File: config.mk
export PLATFORM = sky130hd
export DESIGN_NAME = fetch_stage
export DESIGN_NICKNAME = d
export VERILOG_FILES = /design/src/rtl/fetch_stage.sv
export SDC_FILE = /design/constraint.sdc
export NUM_CORES = 1
export LEC_CHECK = 0
export ABC_AREA = 1
export BUFFER_PORTS_ARGS = -buffer_cell sky130_fd_sc_hd__buf_4
export CAP_MARGIN = 20
export CORE_AREA = 4 4 146 148
export CTS_CLUSTER_DIAMETER = 40
export DETAILED_ROUTE_END_ITERATION = 10
export DIE_AREA = 0 0 150 152
export PLACE_DENSITY = 0.6
export SYNTH_ARGS = -nofsm -noshare
export SYNTH_HDL_FRONTEND = slang
export SYNTH_SLANG_ARGS = --single-unit
File: constraint.sdc
create_clock -name clk -period 2.05 [get_ports clk]
set_input_delay 0 -clock clk [delete_from_list [all_inputs] [get_ports clk]]
set_output_delay 0 -clock clk [all_outputs]
set_load 0.05 [all_outputs]
File: src/rtl/fetch_stage.sv
// Instruction-fetch stage: owns the PC, addresses the combinational instruction port,
// and captures the returned word into the IF/ID register. Handles stall, redirect and halt.
//
//   state  | meaning
//   -------+------------------------------------------------------------
//   RUN    | fetching sequentially from pc each unstalled cycle
//   HALTED | HALT_WORD was fetched; pc frozen until redirect or reset
module fetch_stage #(
    parameter int          ADDR_W    = 10,
    parameter logic [31:0] RESET_PC  = 32'd0,
    parameter logic [31:0] HALT_WORD = 32'hFFFF_FFFF
) (
    input  logic        clk,
    input  logic        rst,
    input  logic        stall,
    input  logic        redirect_valid,
    input  logic [31:0] redirect_pc,
    input  logic [31:0] instruction_in,
    output logic [31:0] read_pc,
    output logic        ifid_valid,
    output logic [31:0] ifid_pc,
    output logic [31:0] ifid_pc_plus1,
    output logic [31:0] ifid_instr,
    output logic        halted,
    output logic [31:0] fetch_count
);

    typedef enum logic {
        RUN    = 1'b0,
        HALTED = 1'b1
    } state_t;

    localparam logic [ADDR_W-1:0] RESET_PC_W = RESET_PC[ADDR_W-1:0];

    state_t            state;
    logic [ADDR_W-1:0] pc;
    logic [ADDR_W-1:0] pc_inc;
    logic              unused_redirect_hi;

    // PC arithmetic wraps naturally at the ADDR_W boundary
    assign pc_inc  = pc + ADDR_W'(1);
    assign read_pc = 32'(pc);
    assign halted  = (state == HALTED);

    // upper target bits are outside the addressable space
    assign unused_redirect_hi = &{1'b0, redirect_pc[31:ADDR_W]};

    always_ff @(posedge clk) begin
        if (rst) begin
            pc            <= RESET_PC_W;
            state         <= RUN;
            ifid_valid    <= 1'b0;
            ifid_pc       <= 32'd0;
            ifid_pc_plus1 <= 32'd0;
            ifid_instr    <= 32'd0;
            fetch_count   <= 32'd0;
        end else if (redirect_valid) begin
            // flush the wrong-path fetch; target is fetched next cycle
            pc         <= redirect_pc[ADDR_W-1:0];
            ifid_valid <= 1'b0;
            state      <= RUN;
        end else if (!stall) begin
            if (state == RUN) begin
                ifid_valid    <= 1'b1;
                ifid_pc       <= 32'(pc);
                ifid_pc_plus1 <= 32'(pc_inc);
                ifid_instr    <= instruction_in;
                fetch_count   <= fetch_count + 32'd1;
                if (instruction_in == HALT_WORD) begin
                    state <= HALTED;
                end else begin
                    pc <= pc_inc;
                end
            end else begin
                ifid_valid <= 1'b0;
            end
        end
    end

endmodule

==> flow_metrics.py <==
metrics = {
    "finish": {
        "layout_commonest_cell": "nand2_1",
        "diodes": 0,
        "drive_gt1_share_pct": 20.0,
        "stdcell_area_sq_um": 6730,
        "final_util_pct": 33.6,
        "layout_common_cells": "165 x nand2_1, 155 x nor2_1, 144 x buf_4",
        "nets": 971,
        "multi_input_area_sq_um": 2490,
        "fillers": 2160,
        "syn2layout_area_growth_pct": 35.7,
        "register_area_sq_um": 1920,
    },
    "timing": {
        "setup_violations": 0,
        "finalHoldViolCount": 0,
        "fin_ws_ns": 0.427,
        "rsz0062_at_grt": "no",
        "tns_ns": 0,
        "skew_ns": 0.00971,
        "max_freq_mhz": 616,
        "maxSlewViolCount": 0,
        "finalCritPeriodShare_pct": 79.2,
        "period_needed_ns": 1.62,
    },
    "floorplan": {
        "io_pins": 230,
        "die_area_sq_um": 22800,
        "num_rows": 52,
        "fp.dieW_um": 150,
        "die_h_um": 152,
        "core_sq_um": 20000,
        "start_util_pct": 24.8,
    },
    "drt": {
        "ant_nets": 0,
        "drc": 0,
        "vias": 4810,
        "drt-total-wl_um": 14800,
        "vias_per_cell": 4.09,
        "firstDrtPassIters": 5,
        "drt-wirelength-per-cell_um": 12.6,
        "drt_iter0_markers": 191,
    },
    "place": {
        "post-place-ws_ns": 0.436,
        "io_buffers": 141,
        "place_congestion": 0.810,
        "placed_area_sq_um": 6070,
        "hpwlAfterDp_um": 10700,
    },
    "global_routing": {
        "overflow": 0,
        "grt_pass1_vias": 4394,
        "grt_max_degree": 68,
        "grt_pass1_wl_um": 22600,
        "grt_use_total_pct": 12.3,
        "grt_antenna_before_repair": 0,
    },
    "synth": {
        "netlist-cell-type-count": 31,
        "syn_area_sq_um": 4960,
        "synth_edf_count": 0,
        "syn_area_per_cell_sq_um": 6.76,
        "synthFlopType": "dfxtp_1",
        "async_flop_share_pct": 0,
        "ys_ff_latch": 96,
        "syn_inst": 734,
        "ys_seq_area_share_pct": 38.7,
        "yosysWarnings": 0,
    },
    "worst_setup_path": {
        "worstSetupPathType": "reg2reg",
        "crit_family": "simple AND/OR/NAND/NOR gates",
        "cp_slowest_cell": "dfxtp_1",
        "worst_setup_path_end_kind": "flop",
        "cp.arrival_ns": 1.86,
        "critPathLaunchType": "flop",
        "worstPathRequired_ns": 2.28,
        "crit_fanout": 5,
        "max_stage_delay_ns": 0.43,
        "path_cells": "ha_1 > inv_1 > nor2_2 > nand2_4 > nor2_4 > nand3_2 > nor2_1 > nand2_1 > nand2_1 > nor2_1",
        "cp_num_buf_inv": 1,
    },
    "clock_tree": {
        "cts_tree": "done",
        "postCtsHoldBufs": 36,
        "cts_resized": 0,
        "clkTransAtPathRegs_ns": 0.08,
        "cts_made_buffers": 9,
        "cts.sinks": 96,
        "insertion_delay_ns": 0.35,
        "post_cts_buffers": 0,
        "cts.path.max_buffers": 2,
        "cts_max_level": 3,
        "cts-root-buf": "clkbuf_16",
    },
    "power": {
        "vdd_drop_max_uv": 347,
        "powerDensity_nw_per_um2": 723,
        "leakage_nw": 3.03,
    },
    "outcome": {
        "status": "completed",
    },
    "job": {
        "max_cap_viol_count": 0,
    },
    "hold_path": {
        "hold_class": "in2reg",
    },
}
## through the flow
stage / power [mW] / hold slack (ns) / instances
after global routing: 5.07 / 0.0410 / 1176
after global placement: 3.08 / 0.261 / 1124
after detailed placement: 3.08 / 0.269 / 1124
after CTS: 4.94 / 0.0134 / 1176
after floorplan: 2.89 / 0.145 / 799
final: 4.86 / 0.0223 / 1176
## state kept, by name, summed over array words and instances (netlist names)
name	flops
fetch_count	32
halted	1
ifid_instr	32
ifid_pc	10
ifid_pc_plus1	10
ifid_valid	1
pc	10
## synth_stat cells (4+ instances only)
master / instances / area share (%)
nand3_2: 4 / 0.81
inv_1: 49 / 3.7
clkbuf_1: 20 / 1.5
nand4_1: 5 / 0.63
nand2_1: 165 / 12
xor2_1: 4 / 0.71
nand3_1: 28 / 2.8
a21oi_1: 39 / 3.9
nor2_2: 4 / 0.50
nor3_1: 7 / 0.71
buf_4: 67 / 10
o21ai_0: 58 / 5.9
dfxtp_1: 96 / 39
nor2_1: 155 / 12
o211ai_1: 5 / 0.76
## final timing paths
path,startpoint,endpoint,slack [ns],cells after the start
setup / recovery,fetch_count[1],fetch_count[22],0.43,10
hold / removal,redirect_pc[9],pc[9],0.02,5
setup reg to reg,fetch_count[1],fetch_count[22],0.43,10
hold reg to reg,ifid_pc[0],ifid_pc[0],0.47,2
## routing by layer
metal	share of wire, %	track usage [%]	routed length, um	vias up
met5	0	0	0	-
met2	46	20.5	6740	137
li1	-	-	-	2527
met4	1.8	4.40	260	0
met3	7.4	3.40	1090	17
met1	45	15.1	6690	2129
## power breakdown
| group | internal, mW | switching [mW] | total (mW) |
|---|---|---|---|
| logic | 0.289 | 0.800 | 1.09 |
| registers | 1.95 | 0.0568 | 2.00 |
| clock network | 0.961 | 0.812 | 1.77 |
## cell type report
cell class	count	area share (%)
Tap cell	270	5.02
Clock inverter	7	1.15
Sequential cell	96	28.6
Timing Repair Buffer	182	22.0
Clock buffer	9	3.35
Inverter	51	2.92
Multi-Input combinational cell	561	37.0
## kinds of logic (layout without fill, tap and decap cells)
group	count (synthesis)	in the layout	synth area share (%)
adder cells (fa/ha/maj)	2	2	0.504
flip-flops	96	96	38.7
other	1	66	0.0756
AO/OA/AOI/OAI	107	107	11.2
AND/OR/NAND/NOR	381	381	32.6
buffers and inverters	142	249	16.0
XOR/XNOR	5	5	0.883
## worst min-delay path: cells and delay by family
family	cells	cell delay (ns)
buf+inv	1	0.08
compound gates	1	0.10
simple gates	3	0.15
Note: power is estimated with default switching activity, not from simulation.
